**config.mk**
```make
export PLATFORM = sky130hd
export DESIGN_NAME = mem_stage
export DESIGN_NICKNAME = d
export VERILOG_FILES = /design/src/rtl/mem_stage.sv
export SDC_FILE = /design/constraint.sdc
export NUM_CORES = 1
export LEC_CHECK = 0
export ABC_AREA = 1
export CAP_MARGIN = 5
export CORE_AREA = 2 2 114 116
export DETAILED_ROUTE_END_ITERATION = 10
export DIE_AREA = 0 0 116 118
export PLACE_DENSITY = 0.95
export SYNTH_ARGS = -nofsm -noshare
export SYNTH_HDL_FRONTEND = slang
export SYNTH_SLANG_ARGS = --single-unit
```
**constraint.sdc**
```tcl
create_clock -name clk -period 3.66 [get_ports clk]
set_clock_uncertainty 0.2 [all_clocks]
set_input_delay 0.366 -clock clk [delete_from_list [all_inputs] [get_ports clk]]
set_output_delay 0.366 -clock clk [all_outputs]
set_load 0.02 [all_outputs]
```
**src/rtl/mem_stage.sv**
```systemverilog
// Memory-access stage: ALU pass-through, byte/half/word loads and stores
// over a req/ack data bus, with misalignment detection.
module mem_stage #(
  parameter int LOAD_FLUSH_X = 1
) (
  input  logic        clk,
  input  logic        rst,
  input  logic [5:0]  stall,
  input  logic [4:0]  mem_wreg_addr,
  input  logic        mem_wreg_enable,
  input  logic [31:0] mem_wdata,
  input  logic [7:0]  mem_aluop,
  input  logic [31:0] mem_mem_addr,
  input  logic [31:0] mem_reg2,
  output logic [4:0]  wb_wreg_addr,
  output logic        wb_wreg_enable,
  output logic [31:0] wb_wdata,
  output logic        stallreq_mem,
  output logic        excp_adel,
  output logic        excp_ades,
  output logic        dbus_req,
  output logic        dbus_we,
  output logic [3:0]  dbus_sel,
  output logic [31:0] dbus_addr,
  output logic [31:0] dbus_wdata,
  input  logic        dbus_ack,
  input  logic [31:0] dbus_rdata
);

  localparam logic [7:0] OP_LB  = 8'hE0;
  localparam logic [7:0] OP_LBU = 8'hE4;
  localparam logic [7:0] OP_LH  = 8'hE1;
  localparam logic [7:0] OP_LHU = 8'hE5;
  localparam logic [7:0] OP_LW  = 8'hE3;
  localparam logic [7:0] OP_SB  = 8'hE8;
  localparam logic [7:0] OP_SH  = 8'hE9;
  localparam logic [7:0] OP_SW  = 8'hEB;

  localparam logic [1:0] SZ_B = 2'd0;
  localparam logic [1:0] SZ_H = 2'd1;
  localparam logic [1:0] SZ_W = 2'd2;

  typedef enum logic [1:0] {
    IDLE,
    BUSY,
    DONE
  } state_t;

  state_t      state;
  logic [31:0] load_buf;

  logic        is_load;
  logic        is_store;
  logic        sext;
  logic [1:0]  size;
  logic [1:0]  lane;
  logic        misalign;
  logic        go;
  logic [3:0]  sel_c;
  logic [31:0] wdata_c;
  logic [7:0]  ld_byte;
  logic [15:0] ld_half;
  logic [31:0] ld_ext;
  logic        unused;

  assign unused = ^{stall[5], stall[3:0]};
  assign lane   = mem_mem_addr[1:0];

  always_comb begin
    is_load  = 1'b0;
    is_store = 1'b0;
    sext     = 1'b0;
    size     = SZ_B;
    unique case (1'b1)
      (mem_aluop == OP_LB): begin
        is_load = 1'b1;
        sext    = 1'b1;
      end
      (mem_aluop == OP_LBU): is_load = 1'b1;
      (mem_aluop == OP_LH): begin
        is_load = 1'b1;
        sext    = 1'b1;
        size    = SZ_H;
      end
      (mem_aluop == OP_LHU): begin
        is_load = 1'b1;
        size    = SZ_H;
      end
      (mem_aluop == OP_LW): begin
        is_load = 1'b1;
        size    = SZ_W;
      end
      (mem_aluop == OP_SB): is_store = 1'b1;
      (mem_aluop == OP_SH): begin
        is_store = 1'b1;
        size     = SZ_H;
      end
      (mem_aluop == OP_SW): begin
        is_store = 1'b1;
        size     = SZ_W;
      end
      default: ;
    endcase
  end

  assign misalign = ((size == SZ_H) && lane[0]) ||
                    ((size == SZ_W) && (lane != 2'b00));
  assign go        = (is_load || is_store) && !misalign;
  assign excp_adel = is_load && misalign;
  assign excp_ades = is_store && misalign;

  always_comb begin
    sel_c   = 4'b1111;
    wdata_c = mem_reg2;
    unique case (size)
      SZ_B: begin
        sel_c   = 4'b0001 << lane;
        wdata_c = {4{mem_reg2[7:0]}};
      end
      SZ_H: begin
        sel_c   = 4'b0011 << lane;
        wdata_c = {2{mem_reg2[15:0]}};
      end
      default: ;
    endcase
  end

  always_ff @(posedge clk or negedge rst) begin
    if (!rst) begin
      state      <= IDLE;
      dbus_req   <= 1'b0;
      dbus_we    <= 1'b0;
      dbus_sel   <= 4'b0000;
      dbus_addr  <= 32'h0;
      dbus_wdata <= 32'h0;
      load_buf   <= 32'h0;
    end else begin
      unique case (state)
        IDLE: if (go) begin
          state      <= BUSY;
          dbus_req   <= 1'b1;
          dbus_we    <= is_store;
          dbus_sel   <= sel_c;
          dbus_addr  <= {mem_mem_addr[31:2], 2'b00};
          dbus_wdata <= wdata_c;
        end
        BUSY: if (dbus_ack) begin
          state    <= DONE;
          dbus_req <= 1'b0;
          load_buf <= dbus_rdata;
        end
        DONE: if (!stall[4]) state <= IDLE;
        default: state <= IDLE;
      endcase
    end
  end

  always_comb begin
    ld_byte = load_buf[7:0];
    unique case (lane)
      2'd1: ld_byte = load_buf[15:8];
      2'd2: ld_byte = load_buf[23:16];
      2'd3: ld_byte = load_buf[31:24];
      default: ;
    endcase
    ld_half = lane[1] ? load_buf[31:16] : load_buf[15:0];
    unique case (size)
      SZ_B:    ld_ext = {{24{sext & ld_byte[7]}}, ld_byte};
      SZ_H:    ld_ext = {{16{sext & ld_half[15]}}, ld_half};
      default: ld_ext = load_buf;
    endcase
  end

  assign stallreq_mem = (state == BUSY) || ((state == IDLE) && go);
  assign wb_wreg_addr = mem_wreg_addr;

  always_comb begin
    wb_wreg_enable = mem_wreg_enable;
    wb_wdata       = mem_wdata;
    if (is_load || is_store) begin
      wb_wreg_enable = 1'b0;
      if (go && is_load) begin
        if (state == DONE) begin
          wb_wreg_enable = mem_wreg_enable;
          wb_wdata       = ld_ext;
        end else begin
          wb_wdata = (LOAD_FLUSH_X != 0) ? 32'h0 : mem_wdata;
        end
      end
    end
  end

endmodule

```
Word-level counts from Yosys, hierarchy flattened
Cells that the tools add are included.
Word-level totals
  bits in registers: 102
  bits in latches: 0
  RAM bits: 0
  ROM bits: 0
  input port bits: 151
  output and inout port bits: 111
  word-level logic and storage cells: 75
  memories: 0
Operators by class
  add/subtract/negate cells: 0
  multipliers: 0
  div/mod/pow operators: 0
  magnitude comparators: 0
  eq/ne operators: 18
  shift-type cells: 2
  muxes and demuxes: 22
  bitwise operators: 2
  reduce and logical (&&, ||, !) cells: 24
Operator list (number)
  $pmux W32 S2: 2
  $mux W32: 3
  $eq A8 B8 Y1 const B: 8
  $pmux W8 S3: 1
  $mux W16: 1
  $eq A2 B2 Y1 const B: 4
  $mux W1: 8
  $pmux W4 S2: 1
  $logic_and A1 B1 Y1: 7
  $eq A2 B1 Y1 const B: 3
  $mux W2: 3
  $ne A2 B2 Y1 const B: 3
  $pmux W2 S3: 1
  $reduce_and A3 Y1: 2
  $reduce_or A3 Y1: 2
  $reduce_or A5 Y1: 1
  $logic_not A2 Y1: 2
  $pmux W2 S2: 1
  $reduce_and A2 Y1: 2
  $reduce_bool A2 Y1: 2
  $reduce_or A2 Y1: 2
  $shl A1 B2 Y4 const A: 1
  $shl A2 B2 Y4 const A: 1
  $logic_or A1 B1 Y1: 3
  other kinds (3): 4

Longest topological paths before layout
  word-level depth: 11
  mapped depth: 13
  mapped depth without buffers: 11

Worst setup path before layout
Ideal clock, no wire load.
  path type: input port to output port
  from: in mem_aluop[6]
  to: out wb_wdata[29]
  arrival: 1.554 ns
  data required time: 3.094 ns
  setup slack: 1.540 ns
  cell stages on the path: 9
  buffers on the path: 1
  path through: nand2_1 -> nor2_4 -> nand2_1 -> nor2_1 -> nand3_2 -> nand3_2 -> buf_4 -> nand3_1 -> nand2_1
Between the ends
  longest elaborated chain between the ends: 11
  elaborated cells between the ends (all ways): 33
  those cells by class: eq/ne (10); mux (8); bitwise (2); reduce/logical (13)
RTL lines
  from (decl): RTL line 12  | input logic [7:0] mem_aluop,
  $eq A8 B8 Y1, on equally long branches
  $reduce_or A3 Y1 (no line) or $reduce_or A2 Y1 (tied branches)
  $pmux W2 S2: RTL line 74  | unique case (1'b1)
  $eq A2 B1 Y1 or $eq A2 B2 Y1 (tied branches): RTL line 106, 167, 107
  $logic_and A1 B1 Y1, on equally long branches: RTL line 106, 107
  $logic_or A1 B1 Y1: RTL line 106  | assign misalign = ((size == SZ_H) && lane[0]) ||
  $logic_not A1 Y1: RTL line 108  | assign go = (is_load || is_store) && !misalign;
  $logic_and A1 B1 Y1: RTL line 108
  $logic_and A1 B1 Y1: RTL line 182  | if (go && is_load) begin
  $mux W32: RTL line 182
  $mux W32 *: RTL line 180  | if (is_load || is_store) begin
  to (decl): RTL line 17  | output logic [31:0] wb_wdata,
Every way passes the cells marked *; elsewhere a longest branch is shown, timed or not.

Final worst setup path
  from: in mem_aluop[5]
  to: out wb_wdata[24]
The elaborated chain is that of the path after synthesis.

==> out/results.tsv <==
stage	metric	value	unit
critical_path	arrival	2.76	ns
grt	grt_max_degree	70	
yosys	syn_area	0.00554	mm²
timing	setup_ws	0.332	ns
place	dp_hpwl	13600	µm
grt	grtUsageMet2	0.462	
critical_path	path_max_fanout	32	
place	dpl_cell_area	0.00808	mm²
timing	final_max_slew_viol_count	0	
grt	gr-usage-met3	0.0582	
critical_path	critPathMostFrequentCell	nand2_1	
grt	busiest_layer	met2	
floorplanning	io_pins	262	
timing	period_share	0.909	
power_and_ir_drop	p_leak	4.16	nW
floorplanning	dieArea	0.0137	mm²
critical_path	crit_type	input port to output pin	
timing	tightest_slew	0.709	ns
detailed_routing	ant_nets	0	
power_and_ir_drop	ir_drop	0.000193	V
yosys	netlist.top_cell.by_area	dfrtp_1	
critical_path	crit_buf_inv	3	
yosys	synth_top_area_frac	0.461	
detailed_routing	first_pass_iters	5	
timing	rsz0062_at_grt	no	
floorplanning	die_y	118	µm
critical_path	slowest_delay	0.62	ns
clocking	cts.clk_slew.worst_paths	0.07	ns
cells_and_area	drive_gt1_frac	0.0506	
floorplanning	rows	41	
clocking	clkLatencyLatePin	0.34	ns
timing	whs	0.273	ns
timing	max_freq	300	MHz
yosys	yosysSeqAreaShare	0.461	
yosys	ys_types	22	
grt	antenna_found_initial	0	
cells_and_area	antennaDiodeCount	0	
place	gp_congestion	0.897	
timing	post-route-min-period	3.33	ns
grt	grt_pass1_vias	5980	
place	dp_slack	0.335	ns
clocking	cts-root-buf	clkbuf_16	
yosys	synth_cells	820	
grt	grt-ovfl-total	0	
timing	finalHoldViolCount	0	
yosys	synthArstFlopShare	1.00	
grt	use_met1	0.297	
status	outcome	finished clean	
cells_and_area	final_nets	1193	
job	maxCapViolCount	0	
clocking	cts_tree	built	
critical_path	start_kind	input port	
yosys	synth_top_cells_by_area	dfrtp_1 46%, nand2_1 33%, nand3_1 4.4%	
timing	relSlewSlack	0.528	
clocking	cts_buffers	9	
timing	fin_setup_tns	0	ns
power_and_ir_drop	finalPower	0.00421	W
grt	track_usage	0.263	
detailed_routing	vias	6102	
min_path	min-delay-path-class	register to register	
yosys	synth_ff_type	dfrtp_1	
clocking	post_cts_buffers	0	
grt	grt_first_pass_wirelength	28500	µm
detailed_routing	route.detailed.drc	0	
clocking	clk_path_buf_depth	2	
yosys	synth_enable_flop_cells	0	
detailed_routing	drt_iter0_markers	496	
yosys	synth_warnings	0	
place	io_buffer_count	244	
floorplanning	dieWidth	116	µm
critical_path	worst_ep_required_time	3.09	ns
critical_path	crit_chain	clkdlybuf4s50_1 -> nand2_1 -> nor2_4 -> nand3b_1 -> nand2_1 -> nand3_2 -> nor2_2 -> buf_12 -> nand3_1 -> nand2_1 -> clkdlybuf4s50_1	
critical_path	cpLargestDelayFamily	buffers and inverters	
power_and_ir_drop	power_density	500	mW/mm²
clocking	cts.sinks	102	
floorplanning	initial_core_util	0.446	
clocking	h-tree-depth	3	
floorplanning	core_area	0.0124	mm²
timing	setup_viol	0	
critical_path	critPathCaptureType	output pin	
yosys	avgSynthCellArea	6.75	µm²
detailed_routing	wire_per_inst	14.8	µm
cells_and_area	num-fill-cells	998	
detailed_routing	vias_per_cell	5.01	
critical_path	crit_slowest_cell	clkdlybuf4s50_1	
cells_and_area	stdcell_area	0.00841	mm²
cells_and_area	areaGrowthSynthToFinish	51.9	%
yosys	synth-seq-cells	102	
detailed_routing	routed_wl	18000	µm
-- cell type report --
class	count	area [µm²]	share of cell area
inverter	36	135	0.0161
timing repair buffer	261	2610	0.310
tap	172	215	0.0256
clock inverter	7	92.6	0.0110
multi-input combinational	632	2580	0.307
clock buffer	9	225	0.0268
sequential	102	2550	0.303
-- where the power goes --
group          switching [W]  leakage (nW)  total (W)  internal, W
registers           0.000199          1.29    0.00167      0.00147
clock network       0.000454         0.155    0.00100     0.000549
logic               0.000813          2.71    0.00153     0.000717
total                0.00147          4.16    0.00421      0.00274
-- cells by family (layout without fill, tap and decap cells) --
family,count (synthesis),after routing,share of synthesized area
other cells,1,2,0.000677
simple gates,578,578,0.416
buf+inv,87,313,0.0741
flops,102,102,0.461
compound gates,52,52,0.0481
-- cell usage in the layout (no fill, tap or decap), drive strengths merged --
master and n:
nand2 482, clkdlybuf4s50 243, dfrtp 102, nand3 53, o21ai 48, inv 39, nor2 31, buf 17
or2 10, clkbuf 9, clkinv 3, o211ai 2, conb 2, nand3b 1, nor3 1, o22ai 1
a21oi 1, bufinv 1, dlygate4sd3 1
-- sequential cells by signal (all words and copies together) (netlist names) --
| register | count |
|---|---|
| state | 2 |
| dbus_req | 1 |
| dbus_wdata | 32 |
| dbus_sel | 4 |
| load_buf | 32 |
| dbus_we | 1 |
| dbus_addr | 30 |
-- per-stage QoR --
stage          instances  utilization
2_1_floorplan        821            -
3_3_place_gp        1202        0.651
3_5_place_dp        1202        0.651
4_1_cts             1219        0.677
5_1_grt             1219        0.677
6_report            1219        0.677
-- routing by layer --
layer / vias to the layer above / wire (µm)
met5: - / 0
met4: 0 / 809
met3: 61 / 1670
met2: 346 / 8850
met1: 2750 / 6660
li1: 2945 / -
-- worst register-to-register path, stage by stage, from the launching register on --
cell and delay (ns):
dfrtp_1 0.38, inv_1 0.07, nand2_1 0.09, nor2_2 0.09, buf_4 0.39, inv_1 0.46, nand2_1 0.18, nand2_1 0.07
-- Yosys cell counts (2+ instances only) --
cell and number:
inv_1 35, nor2_1 28, dfrtp_1 102, o21ai_0 47, o211ai_1 2, nand3_1 49, or2_2 10, buf_4 8
buf_6 4, nand3_2 4, clkbuf_1 20, buf_2 19, nand2_1 482, nor2_4 2
-- path summary, 6_finish.rpt --
kind / slack (ns) / depth (start not counted) / startpoint / endpoint
worst max-delay path: 0.33 / 11 / mem_aluop[5] / wb_wdata[24]
worst min-delay path: 0.27 / 2 / dbus_addr[23] / dbus_addr[23]
worst max register to register: 1.65 / 7 / state[1] / load_buf[30]
worst min register to register: 0.27 / 2 / dbus_addr[23] / dbus_addr[23]
max in group asynchronous: 2.13 / 3 / rst / dbus_wdata[30]
min in group asynchronous: 0.39 / 2 / rst / load_buf[3]
-- timing repair --
action / in CTS / in global routing
gates resized for setup: 0 / 0
endpoints found under the hold margin: 48 / 0
hold buffers: 1 / 0
No activity file was read; power rests on OpenSTA's default activity.
